--- src/rtl/bj_predict_resolve_pkg.sv ---
// Shared encodings and helpers for the EX-stage branch resolver
// and its bimodal history table.
package bj_predict_resolve_pkg;

  localparam logic [2:0] BJ_BEQ  = 3'b000;
  localparam logic [2:0] BJ_BNE  = 3'b001;
  localparam logic [2:0] BJ_NONE = 3'b010;
  localparam logic [2:0] BJ_JUMP = 3'b011;
  localparam logic [2:0] BJ_BLT  = 3'b100;
  localparam logic [2:0] BJ_BGE  = 3'b101;
  localparam logic [2:0] BJ_BLTU = 3'b110;
  localparam logic [2:0] BJ_BGEU = 3'b111;

  localparam logic [1:0] CNT_WNT = 2'b01;

  function automatic int unsigned bht_idx(
    input logic [63:0] pc,
    input int unsigned entries
  );
    return 32'((pc >> 2) & 64'(entries - 1));
  endfunction

endpackage

--- src/rtl/bj_predict_resolve_if.sv ---
// Fetch lookup and EX resolve signals between the pipeline
// and the branch resolver.
interface bj_predict_resolve_if #(
  parameter int XLEN  = 32,
  parameter int CNT_W = 16
);
  logic [XLEN-1:0]  IF_PC;
  logic             IF_PRED_TAKEN;
  logic             EX_VALID;
  logic [2:0]       EX_BRANCH_JUMP;
  logic [XLEN-1:0]  EX_DATA1;
  logic [XLEN-1:0]  EX_DATA2;
  logic [XLEN-1:0]  EX_PC;
  logic [XLEN-1:0]  EX_TARGET;
  logic             EX_PRED_TAKEN;
  logic             FLUSH;
  logic [XLEN-1:0]  REDIRECT_PC;
  logic             PC_SEL_OUT;
  logic [CNT_W-1:0] BRANCH_CNT;
  logic [CNT_W-1:0] MISPRED_CNT;

  modport master (
    output IF_PC, EX_VALID, EX_BRANCH_JUMP,
    output EX_DATA1, EX_DATA2, EX_PC,
    output EX_TARGET, EX_PRED_TAKEN,
    input  IF_PRED_TAKEN, FLUSH, REDIRECT_PC,
    input  PC_SEL_OUT, BRANCH_CNT, MISPRED_CNT
  );

  modport slave (
    input  IF_PC, EX_VALID, EX_BRANCH_JUMP,
    input  EX_DATA1, EX_DATA2, EX_PC,
    input  EX_TARGET, EX_PRED_TAKEN,
    output IF_PRED_TAKEN, FLUSH, REDIRECT_PC,
    output PC_SEL_OUT, BRANCH_CNT, MISPRED_CNT
  );
endinterface

--- src/rtl/bj_bht.sv ---
// Bimodal table of 2-bit saturating counters: one async read
// port for fetch, one saturating update port from EX.
module bj_bht
  import bj_predict_resolve_pkg::*;
#(
  parameter int ENTRIES = 64,
  parameter int IW      = $clog2(ENTRIES)
) (
  input  logic          clk,
  input  logic          rst_n,
  input  logic [IW-1:0] rd_idx,
  output logic          rd_taken,
  input  logic          wr_en,
  input  logic [IW-1:0] wr_idx,
  input  logic          wr_taken
);

  logic [1:0] ctr [ENTRIES];

  // No bypass: a same-index read sees the pre-update value.
  assign rd_taken = ctr[rd_idx][1];

  always_ff @(posedge clk or negedge rst_n) begin
    if (!rst_n) begin
      for (int i = 0; i < ENTRIES; i++)
        ctr[i] <= CNT_WNT;
    end else if (wr_en) begin
      if (wr_taken && ctr[wr_idx] != 2'b11)
        ctr[wr_idx] <= ctr[wr_idx] + 2'b01;
      else if (!wr_taken && ctr[wr_idx] != 2'b00)
        ctr[wr_idx] <= ctr[wr_idx] - 2'b01;
    end
  end

endmodule

--- src/rtl/bj_predict_resolve.sv ---
// EX-stage branch/jump resolver with bimodal prediction,
// registered flush/redirect and saturating statistics.
module bj_predict_resolve
  import bj_predict_resolve_pkg::*;
#(
  parameter int XLEN        = 32,
  parameter int BHT_ENTRIES = 64,
  parameter int CNT_W       = 16
) (
  input logic CLK,
  input logic RESET_N,
  bj_predict_resolve_if.slave bus
);

  localparam int IW = $clog2(BHT_ENTRIES);

  logic [IW-1:0]   idx_if;
  logic [IW-1:0]   idx_ex;
  logic            acc;
  logic            cond;
  logic            taken;
  logic            mis;
  logic            eq;
  logic            lt_s;
  logic            lt_u;
  logic            flush;
  logic [XLEN-1:0] redirect_pc;
  logic            pc_sel;
  logic [CNT_W-1:0] branch_cnt;
  logic [CNT_W-1:0] mispred_cnt;

  assign idx_if = IW'(bht_idx(64'(bus.IF_PC), BHT_ENTRIES));
  assign idx_ex = IW'(bht_idx(64'(bus.EX_PC), BHT_ENTRIES));

  assign eq   = bus.EX_DATA1 == bus.EX_DATA2;
  assign lt_s = $signed(bus.EX_DATA1) < $signed(bus.EX_DATA2);
  assign lt_u = bus.EX_DATA1 < bus.EX_DATA2;

  always_comb begin
    taken = 1'b0;
    unique case (bus.EX_BRANCH_JUMP)
      BJ_BEQ:  taken = eq;
      BJ_BNE:  taken = !eq;
      BJ_NONE: taken = 1'b0;
      BJ_JUMP: taken = 1'b1;
      BJ_BLT:  taken = lt_s;
      BJ_BGE:  taken = !lt_s;
      BJ_BLTU: taken = lt_u;
      BJ_BGEU: taken = !lt_u;
      default: taken = 1'b0;
    endcase
  end

  // The slot behind a flush is wrong-path and ignored entirely.
  assign acc  = bus.EX_VALID && !flush;
  assign cond = bus.EX_BRANCH_JUMP != BJ_NONE
             && bus.EX_BRANCH_JUMP != BJ_JUMP;
  assign mis  = acc && bus.EX_BRANCH_JUMP != BJ_NONE
             && taken != bus.EX_PRED_TAKEN;

  bj_bht #(.ENTRIES(BHT_ENTRIES)) u_bht (
    .clk      (CLK),
    .rst_n    (RESET_N),
    .rd_idx   (idx_if),
    .rd_taken (bus.IF_PRED_TAKEN),
    .wr_en    (acc && cond),
    .wr_idx   (idx_ex),
    .wr_taken (taken)
  );

  always_ff @(posedge CLK or negedge RESET_N) begin
    if (!RESET_N) begin
      flush       <= 1'b0;
      redirect_pc <= '0;
      pc_sel      <= 1'b0;
      branch_cnt  <= '0;
      mispred_cnt <= '0;
    end else begin
      flush <= mis;
      if (acc) begin
        pc_sel      <= taken;
        redirect_pc <= taken ? bus.EX_TARGET
                             : bus.EX_PC + XLEN'(4);
      end
      if (acc && bus.EX_BRANCH_JUMP != BJ_NONE
          && branch_cnt != '1)
        branch_cnt <= branch_cnt + 1'b1;
      if (mis && mispred_cnt != '1)
        mispred_cnt <= mispred_cnt + 1'b1;
    end
  end

  assign bus.FLUSH       = flush;
  assign bus.REDIRECT_PC = redirect_pc;
  assign bus.PC_SEL_OUT  = pc_sel;
  assign bus.BRANCH_CNT  = branch_cnt;
  assign bus.MISPRED_CNT = mispred_cnt;

endmodule

--- src/flat_wrapper.sv ---
// flat-port wrapper written by rule: the top's interface ports become plain ports
module bj_predict_resolve_flat import bj_predict_resolve_pkg::*;
#(
  parameter int XLEN        = 32,
  parameter int BHT_ENTRIES = 64,
  parameter int CNT_W       = 16
)
  (CLK, RESET_N, bus_IF_PC, bus_EX_VALID, bus_EX_BRANCH_JUMP, bus_EX_DATA1, bus_EX_DATA2, bus_EX_PC, bus_EX_TARGET, bus_EX_PRED_TAKEN, bus_IF_PRED_TAKEN, bus_FLUSH, bus_REDIRECT_PC, bus_PC_SEL_OUT, bus_BRANCH_CNT, bus_MISPRED_CNT);
  bj_predict_resolve_if #(.XLEN(XLEN), .CNT_W(CNT_W)) bus_i ();
  input logic CLK;
  input logic RESET_N;
  input wire logic [$bits(bus_i.IF_PC)-1:0] bus_IF_PC;
  input wire logic [$bits(bus_i.EX_VALID)-1:0] bus_EX_VALID;
  input wire logic [$bits(bus_i.EX_BRANCH_JUMP)-1:0] bus_EX_BRANCH_JUMP;
  input wire logic [$bits(bus_i.EX_DATA1)-1:0] bus_EX_DATA1;
  input wire logic [$bits(bus_i.EX_DATA2)-1:0] bus_EX_DATA2;
  input wire logic [$bits(bus_i.EX_PC)-1:0] bus_EX_PC;
  input wire logic [$bits(bus_i.EX_TARGET)-1:0] bus_EX_TARGET;
  input wire logic [$bits(bus_i.EX_PRED_TAKEN)-1:0] bus_EX_PRED_TAKEN;
  output wire logic [$bits(bus_i.IF_PRED_TAKEN)-1:0] bus_IF_PRED_TAKEN;
  output wire logic [$bits(bus_i.FLUSH)-1:0] bus_FLUSH;
  output wire logic [$bits(bus_i.REDIRECT_PC)-1:0] bus_REDIRECT_PC;
  output wire logic [$bits(bus_i.PC_SEL_OUT)-1:0] bus_PC_SEL_OUT;
  output wire logic [$bits(bus_i.BRANCH_CNT)-1:0] bus_BRANCH_CNT;
  output wire logic [$bits(bus_i.MISPRED_CNT)-1:0] bus_MISPRED_CNT;
  assign bus_i.IF_PC = bus_IF_PC;
  assign bus_i.EX_VALID = bus_EX_VALID;
  assign bus_i.EX_BRANCH_JUMP = bus_EX_BRANCH_JUMP;
  assign bus_i.EX_DATA1 = bus_EX_DATA1;
  assign bus_i.EX_DATA2 = bus_EX_DATA2;
  assign bus_i.EX_PC = bus_EX_PC;
  assign bus_i.EX_TARGET = bus_EX_TARGET;
  assign bus_i.EX_PRED_TAKEN = bus_EX_PRED_TAKEN;
  assign bus_IF_PRED_TAKEN = bus_i.IF_PRED_TAKEN;
  assign bus_FLUSH = bus_i.FLUSH;
  assign bus_REDIRECT_PC = bus_i.REDIRECT_PC;
  assign bus_PC_SEL_OUT = bus_i.PC_SEL_OUT;
  assign bus_BRANCH_CNT = bus_i.BRANCH_CNT;
  assign bus_MISPRED_CNT = bus_i.MISPRED_CNT;
  bj_predict_resolve #(.XLEN(XLEN), .BHT_ENTRIES(BHT_ENTRIES), .CNT_W(CNT_W)) u_core (.CLK(CLK), .RESET_N(RESET_N), .bus(bus_i));
endmodule
--- config.mk ---
export PLATFORM = sky130hd
export DESIGN_NAME = bj_predict_resolve_flat
export DESIGN_NICKNAME = d
export VERILOG_FILES = /design/src/rtl/bj_predict_resolve_pkg.sv /design/src/rtl/bj_predict_resolve_if.sv /design/src/rtl/bj_bht.sv /design/src/rtl/bj_predict_resolve.sv /design/src/flat_wrapper.sv
export SDC_FILE = /design/constraint.sdc
export NUM_CORES = 1
export LEC_CHECK = 0
export BUFFER_PORTS_ARGS = -buffer_cell sky130_fd_sc_hd__buf_4
export CORE_ASPECT_RATIO = 1.75
export CORE_UTILIZATION = 40
export CTS_CLUSTER_DIAMETER = 50
export DETAILED_ROUTE_END_ITERATION = 12
export PLACE_DENSITY_LB_ADDON = 0.1
export SYNTH_ARGS = -nofsm -noshare
export SYNTH_HDL_FRONTEND = slang
export SYNTH_HIERARCHICAL = 1
export SYNTH_SLANG_ARGS = --single-unit
--- constraint.sdc ---
create_clock -name CLK -period 4 [get_ports CLK]
set_clock_uncertainty 0.2 [all_clocks]
set_input_delay 0.4 -clock CLK [delete_from_list [all_inputs] [get_ports CLK]]
set_output_delay 0.4 -clock CLK [all_outputs]
set_load 0.005 [all_outputs]
Yosys cells after proc, flatten, opt, wreduce, memory -nomap -nowiden
Index checks and enable logic that the tools add are counted.
Word-level totals
  bits of input ports: 167
  word-level logic and storage cells: 128
  bits in registers: 194
  output and inout bits: 67
Cells by class
  muxes and demuxes: 14
  $lt $le $gt $ge: 5
  bitwise operators: 2
  add/sub/neg operators: 5
  equal/unequal tests: 14
  reductions and logical operators: 19
Operator list (count)
  $bwmux 128: 2
  $mux 128: 2
  $lt 32x32->1: 2
  $add 16x1->16 const B: 2
  $add 32x3->32 const B: 1
  $eq 32x32->1: 1
  $mux 32: 1
  $ne 16x16->1 const B: 2
  $bmux 2 s6: 2
  $ge 7x7->1 const B: 2
  $not 6->7: 2
  $demux 2 s6: 1
  $eq 3x3->1 const B: 4
  $logic_and 1x1->1: 10
  $mux 2: 5
  $pmux 1 s8: 1
  $lt 7x1->1 const B: 1
  $eq 3x2->1 const B: 2
  $ne 3x2->1 const B: 2
  $logic_not 1->1: 5
  $reduce_bool 2->1: 2
  $eq 3x1->1 const B: 1
  $logic_not 3->1: 1
  $add 2x1->2 const B: 1
  4 further kinds: 4

Depth between registers and ports, before layout
Gate-level depths: netlist of the first run.
  depth after elaboration: 8
  mapped depth: 16
  mapped depth without buffers: 14

Cells and area by module
The synthesis of the first run kept the hierarchy.
By module, submodules not included
  bj_bht: sequential area each 3283.1 um^2, cells each 561, area each 7150.6 um^2, times used 1
  bj_predict_resolve: sequential area each 1651.6 um^2, cells each 477, area each 4419.2 um^2, times used 1

Least setup slack after synthesis of the first run
Ideal clock, no wire load.
  path type: in2reg
  start point: in bus_EX_DATA2[30]
  end point: reg u_core/u_bht/ctr[105] in the netlist's numbering
  cell stages on the path: 16
  data arrival time: 3.757 ns
  library setup time: 0.125 ns
  required time: 3.675 ns
  setup slack: -0.081 ns
  buffers on the path: 2
  path through: inv_1 > ha_1 > a21oi_2 > nand2_1 > a221oi_2 > o211ai_1 > a32o_1 > nor3_2 > xnor2_4 > buf_6 > nor2b_1 > o21ai_0 > or3_1 > clkbuf_1 > nor3_1 > mux2_2
On the way
  word-level cells in the longest chain between the ends: 7
RTL lines
  start, declared: line flat_wrapper.sv:16  | input wire logic [$bits(bus_i.EX_DATA2)-1:0] bus_EX_DATA2;
  $lt 32x32->1, or another cell as far along: line bj_predict_resolve.sv:37  | assign lt_u = bus.EX_DATA1 < bus.EX_DATA2;
  $logic_not 1->1 (on tied branches): line bj_predict_resolve.sv:49, bj_predict_resolve.sv:43, bj_predict_resolve.sv:47
  $pmux 1 s8 *: line bj_predict_resolve.sv:41  | unique case (bus.EX_BRANCH_JUMP)
  named net u_core.taken: line bj_predict_resolve.sv:21  | logic taken;
  $logic_not 1->1: line bj_bht.sv:30  | else if (!wr_taken && ctr[wr_idx] != 2'b00)
  $logic_and 1x1->1: line bj_bht.sv:30
  $reduce_bool 2->1 (no source line)
  $reduce_and 2->1 (no source line)
  end signal, assigned by index: line bj_bht.sv:29  | ctr[wr_idx] <= ctr[wr_idx] + 2'b01;
  end signal, assigned by index: line bj_bht.sv:31  | ctr[wr_idx] <= ctr[wr_idx] - 2'b01;
  end, declared: line bj_bht.sv:18  | logic [1:0] ctr [ENTRIES];
The timed path passes the listed nets; every way through them passes the cells marked *.
A chain may end at the register's enable or synchronous reset.

Worst setup path after layout of the first run
  start point: reg u_core/u_bht/ctr[57] in the netlist's numbering
  end point: reg u_core/u_bht/ctr[71] in the netlist's numbering
On the way
  word-level cells in the longest chain between the ends: 7
RTL lines (line)
  $bmux 2 s6 *
  $mux 2 (not written as such) * (2 in a row)
  $sub 2x1->2, or another cell as far along: bj_bht.sv:31
  $bwmux 128, or another cell as far along: bj_bht.sv:31
  $mux 128 / $reduce_bool 2->1 (equally long branches)
  $mux 128 / $reduce_and 2->1 (equally long branches)
Mark *: on every way between the ends. The rest lies on a longest branch, timed or not. The select of a mux whose other input is x is not followed.

==> results.yml, run 1 <==
floorplanning:
  die_x_um: 131
  dieArea_um2: 29600
  core.rowCount: 82
  start_util: 0.406
  die_h_um: 227
  core_um2: 28500
  ioPinCount: 234
pwr:
  pwr_density_cell_nw_per_um2: 405
  p_leak_nw: 6.81
  power_mw: 5.93
  vdd_drop_max_mv: 0.393
critical_path:
  crit_top_cell: "buf_4"
  crit_path_cell_trace: "mux2_4 -> a221o_1 -> a222oi_1 -> a2111oi_1 -> or3_1 -> ha_1 -> nor2b_2 -> buf_4 -> o21a_1 -> nand3_1 -> buf_4 -> nor2_1 -> mux2_2"
  max_stage_delay_ns: 0.43
  endpoint_kind: "flop"
  path_delay_family: "compound AO/OA/AOI/OAI gates"
  crit_fanout: 4
  r2r_cells: 13
  crit_slowest_cell: "dfrtp_1"
  cp_num_buf_inv: 2
  cp.arrival_ns: 3.96
  rr_endpoint: "u_core/u_bht/ctr[71]"
  startpoint_type: "flop"
  critPathKind: "flop to flop"
  r2r_setup_slack_ns: 0.17
  cp_data_required_time_ns: 4.14
  r2r-start: "u_core/u_bht/ctr[57]"
detailed_routing:
  first_pass_iters: 5
  wl_per_cell_um: 19.9
  drt_iter0_drc: 292
  drc: 0
  postRouteWirelength_um: 33700
  ant_nets: 0
  vias: 9070
  viasPerCell: 5.35
cts:
  clkSinkCount: 194
  h-tree-depth: 4
  cts_root_buf: "clkbuf_16"
  clockBufferDepth: 2
  post_cts_buffers: 0
  cts_tree: "built"
  clk_latency_ns: 0.45
  clk_pin_slew_ns: 0.07
  cts_buffers: 17
min_path:
  whs_path_depth: 3
  worstHoldPathType: "input port to flop"
  min-delay-start: "bus_EX_TARGET[10]"
  min_to: "u_core/bus.REDIRECT_PC[10]"
sta:
  rsz0062_at_grt: "false"
  finalCritPeriodShare: 0.957
  slew_violations: 0
  finalSetupViolCount: 0
  hold_viol: 0
  fmax_mhz: 261
  slew_headroom: 0.326
  worst_pin_slew_ns: 1.00
  period_needed_ns: 3.83
yosys:
  synth_edf_count: 0
  yosysWarningCount: 6
  ys.flop_type: "dfrtp_1"
  postSynthAreaPerCell_um2: 11.1
  ys_async_sr_fraction: 1.00
  ys_seq_area_frac: 0.427
  syn_inst: 1038
  synth_cell_types: 76
  synth_nets: 1242
  synth.cell_area_um2: 11600
  synth_seq_cells: 194
layout:
  layout_common_cells: "292 x buf_4, 140 x mux2_2, 130 x dfrtp_1"
  fillCellCount: 2699
  layout_commonest_cell: "buf_4"
  stdcell_count: 1694
  area_growth_syn_to_layout_pct: 26.7
  antenna_cells: 0
  final_nets: 1507
  utilization: 0.514
  layout-drive-gt1-share: 0.443
placement:
  globalplace.congestion: 0.887
  place_inst: 1660
  io_buffers: 207
  dpl.hpwl_um: 25900
global_route:
  grt_usage: 0.233
  grt_max_degree: 94
  grt_overflow: 0
  grt_first_pass_wirelength_um: 51200
  antenna_found_initial: 0
  grt_pass1_vias: 9292
run:
  drv_cap: 0
outcome:
  status: "finished, final reports clean"
==> power breakdown <==
part           leakage, nW  internal (mW)  total [mW]  switching (mW)
clock network        0.280          0.997        1.73           0.733
registers             2.39           2.38        2.64           0.259
logic                 4.14          0.845        1.56           0.714
total                 6.81           4.22        5.93            1.71
==> cell families (layout without fill, tap and decap cells) <==
group	Yosys count	after routing	synth area share
buffers and inverters	100	378	0.0448
AOI/OAI and AO/OA	122	122	0.0741
xor gates and xnor gates	59	59	0.0476
muxes	219	219	0.235
adders and majority gates	37	37	0.0400
and+or+nand+nor	307	307	0.132
DFF	194	194	0.427
==> how the worst max path moves through the flow <==
stage                              start  cells after the start                    end
finish              u_core/u_bht/ctr[57]                     13   u_core/u_bht/ctr[71]
CTS                 u_core/u_bht/ctr[23]                     11   u_core/u_bht/ctr[63]
detailed placement      bus_EX_DATA1[23]                     14   u_core/u_bht/ctr[63]
global placement        bus_EX_DATA1[21]                     14   u_core/u_bht/ctr[51]
global route            bus_EX_DATA1[30]                     16   u_core/u_bht/ctr[79]
floorplan               bus_EX_DATA2[30]                     16  u_core/u_bht/ctr[105]
==> final cells by class <==
| cell class | instances | area, µm² | area share |
|---|---|---|---|
| Multi-Input combinational cell | 744 | 6160 | 0.420 |
| Sequential cell | 194 | 4930 | 0.337 |
| Timing Repair Buffer | 300 | 2330 | 0.159 |
| Tap cell | 378 | 473 | 0.0323 |
| Clock buffer | 22 | 454 | 0.0310 |
| Inverter | 46 | 173 | 0.0118 |
| Clock inverter | 10 | 136 | 0.00930 |
==> cell usage after synthesis, types with 3 or more instances <==
cell type	number	area, µm²
clkbuf_1	26	97.6
mux2_2	140	1580
o21ai_1	7	35.0
mux4_2	25	563
nand2b_1	8	50.1
nor2b_1	9	56.3
a22oi_1	10	75.1
nand2_1	116	435
mux2i_1	49	490
a211oi_1	4	30.0
a21oi_1	17	85.1
xnor2_1	45	394
and2_1	6	37.5
buf_1	3	11.3
nor4_1	4	25.0
nand3b_1	3	22.5
and3_1	20	125
xor2_1	12	105
dfstp_2	64	1680
buf_2	7	35.0
dfrtp_1	130	3250
a221oi_1	8	70.1
a221o_1	7	70.1
a31oi_1	5	31.3
nor3_1	11	55.1
nand4_1	31	194
o2bb2ai_1	4	35.0
o211ai_1	4	30.0
nor3_2	4	40.0
nand3_1	31	155
o21ai_0	34	170
buf_4	5	37.5
buf_6	11	124
inv_1	45	169
nor2_1	47	176
ha_1	37	463
==> repair_timing <==
item	in CTS	in global routing
setup endpoints to repair	0	16
endpoints found under the hold margin	54	0
hold buffers	2	0
resized for setup	0	1
==> layer usage <==
layer / track usage / vias up / wire, µm
met1: 0.250 / 4445 / 12500
li1: - / 4289 / -
met4: 0.120 / 0 / 1510
met5: 0 / - / 0
met2: 0.430 / 276 / 18000
met3: 0.0414 / 60 / 1600
==> stage by stage <==
stage | area [µm²] | TNS [ns] | hold slack (ns) | setup WS (ns)
6_report | 14700 | 0 | 0.0265 | 0.173
5_1_grt | 14700 | 0 | 0.0231 | 0.0837
4_1_cts | 14700 | 0 | 0.00312 | 0.0170
3_5_place_dp | 14000 | -11.62 | 0.275 | -0.401
3_3_place_gp | 14000 | -5.69 | 0.263 | -0.299
2_1_floorplan | 11600 | 0 | -0.0956 | 0.0382
==> worst min-delay path: cells and delay by family <==
kind,cells,cell delay [ns]
buffers and inverters,1,0.08
AOI/OAI and AO/OA,1,0.11
muxes,1,0.05
Power figures use the tool's default switching activity.
==> run 2: changes to the inputs <==
- SYNTH_HIERARCHICAL: 1 -> unset
==> run 2 against run 1 <==
Global-route usage rose by 1.9 points. Register-to-register slack improved by 0.06 ns. Via count rose by 9.5%. Total power fell by 1.5%. Design area rose by 2.6%. Sequential share of layout area fell by 0.86 points. Clock power fell by 5%.
==> results.yml, run 2 <==
cts:
  post_cts_buffers: 0
  h-tree-depth: 4
  clk_latency_ns: 0.45
  clkSinkCount: 194
  cts_buffers: 17
  cts-resized-gates: 0
  hold_buffers: 1
  clk_pin_slew_ns: 0.07
  cts_root_buf: "clkbuf_16"
  clockBufferDepth: 2
  cts_tree: "built"
global_route:
  grt_first_pass_wirelength_um: 57900
  grt_pass1_vias: 10300
  antenna_found_initial: 0
  grt_usage: 0.252
  grt_overflow: 0
  grt_max_degree: 79
sta:
  slew_violations: 0
  hold_viol: 0
  rsz0062_at_grt: "false"
  finalWorstSetupSlack_ns: 0.229
  period_needed_ns: 3.77
  worst_pin_slew_ns: 0.715
  slew_headroom: 0.522
  finalSetupViolCount: 0
  finalCritPeriodShare: 0.943
  fmax_mhz: 265
  setup_tns_ns: 0
pwr:
  pwr_density_cell_nw_per_um2: 388
  p_leak_nw: 6.86
  vdd_drop_max_mv: 0.285
critical_path:
  cp_data_required_time_ns: 4.13
  r2r_cells: 12
  endpoint_kind: "flop"
  critPathKind: "flop to flop"
  crit_fanout: 8
  rr_endpoint: "u_core.u_bht.ctr[37]"
  r2r_setup_slack_ns: 0.23
  cp.arrival_ns: 3.90
  startpoint_type: "flop"
yosys:
  synth.most_common_cell: "mux2_2"
  syn_inst: 1117
  ys_async_sr_fraction: 1.00
  postSynthAreaPerCell_um2: 10.6
  synth_edf_count: 0
  ys_seq_area_frac: 0.416
  yosys-top-cells-count: "136 x mux2_2, 130 x dfrtp_1, 88 x nand2_1, 64 x dfstp_2, 54 x a21oi_1"
  yosysWarningCount: 0
  ys.flop_type: "dfrtp_1"
  yosys.area.top_type: "dfrtp_1"
  synth_top_area_share: 0.274
  synth_cell_types: 66
  synth_area_leaders: "dfrtp_1 27%, dfstp_2 14%, mux2_2 13%"
  synth_nets: 1321
  synth_seq_cells: 194
  synth.cell_area_um2: 11900
floorplanning:
  die_h_um: 230
  core.rowCount: 83
  ioPinCount: 234
  dieArea_um2: 30400
  core_um2: 29300
  start_util: 0.405
  die_x_um: 132
detailed_routing:
  vias: 9936
  first_pass_iters: 5
  ant_nets: 0
  postRouteWirelength_um: 37200
  drt_iter0_drc: 551
  viasPerCell: 5.61
  drc: 0
  wl_per_cell_um: 21.0
layout:
  final_nets: 1579
  layout-drive-gt1-share: 0.415
  layout_common_cells: "289 x buf_4, 136 x mux2_2, 130 x dfrtp_1"
  area_growth_syn_to_layout_pct: 26.8
  antenna_cells: 0
  fin_area_um2: 15000
  layout_commonest_cell: "buf_4"
outcome:
  status: "finished, final reports clean"
min_path:
  worstHoldPathType: "input port to flop"
  min_to: "u_core.bus.REDIRECT_PC[4]"
  whs_path_depth: 3
  min-delay-start: "bus_EX_TARGET[4]"
placement:
  io_buffers: 207
  pre_cts_ws_ns: -0.189
  dpl-instance-area_um2: 14500
  globalplace.congestion: 0.903
  dpl.hpwl_um: 28500
run:
  drv_cap: 0
-- run 2: cell types whose count changed after synthesis, moves of 9 or more --
| cell | previous run | this run |
|---|---|---|
| o22ai_1 | 0 | 12 |
| nor3_1 | 11 | 46 |
| clkbuf_1 | 26 | 40 |
| nand2_1 | 116 | 88 |
| a21oi_1 | 17 | 54 |
| o21ai_0 | 34 | 47 |
| a21o_1 | 1 | 14 |
| and3_1 | 20 | 9 |
| buf_6 | 11 | 0 |
| a22oi_1 | 10 | 19 |
-- run 2: per-layer routing --
layer  share of wire  routed length [µm]  up-vias  GRT usage
met5               0                   0        -          0
met4           0.051                1880        0      0.138
li1                -                   -     4621          -
met3           0.044                1620       94     0.0395
met2            0.54               20200      359      0.479
met1            0.36               13400     4862      0.262
-- run 2: worst max-delay path, cell delays in order, from the launching register on --
cell	delay, ns
dfstp_2	0.54
mux2_2	0.16
o22ai_1	0.07
o21ai_0	0.30
a21oi_1	0.14
o31a_1	0.27
a211o_1	0.33
ha_1	0.23
nand2b_1	0.21
or4_1	0.43
buf_4	0.19
a21oi_1	0.23
mux2_2	0.37
-- run 2: cell type report --
class,instances,area (µm²)
Timing Repair Buffer,300,2370
Fill cell,2712,14200
Multi-Input combinational cell,818,6540
Tap cell,382,478
Inverter,44,165
Sequential cell,194,4930
Clock buffer,21,450
Clock inverter,11,106
-- run 2: worst max path at each step --
| stage | endpoint | slack, ns | depth (start not counted) |
|---|---|---|---|
| final | u_core.u_bht.ctr[37] | 0.23 | 12 |
| after global routing | u_core.u_bht.ctr[39] | 0.01 | 14 |
| after detailed placement | u_core.u_bht.ctr[39] | -0.19 | 15 |
| after floorplan | u_core.u_bht.ctr[79] | 0.03 | 16 |
| after CTS | u_core.u_bht.ctr[39] | 0.24 | 14 |
| after global placement | u_core.u_bht.ctr[39] | -0.17 | 15 |
-- run 2: kinds of logic after synthesis --
kind of cell	Yosys count	synth area share
compound gates	219	0.126
xor+xnor	58	0.0440
fa+ha+maj	37	0.0390
buf+inv	105	0.0356
flops	194	0.416
mux	205	0.212
simple gates	299	0.128
-- run 2: per-stage QoR --
step	cells	hold WS, ns	util	power (mW)
global route	1770	0.0310	0.514	6.16
detailed placement	1737	0.272	0.494	4.23
global placement	1737	0.262	0.494	4.20
floorplan	1117	-0.0956	-	3.44
finish	1770	0.0320	0.514	5.84
CTS	1770	0.0168	0.514	5.90
-- run 2: power breakdown --
part	switching (mW)	total [mW]	internal, mW
Combinational	0.756	1.57	0.809
Clock	0.768	1.65	0.880
Sequential	0.266	2.63	2.36
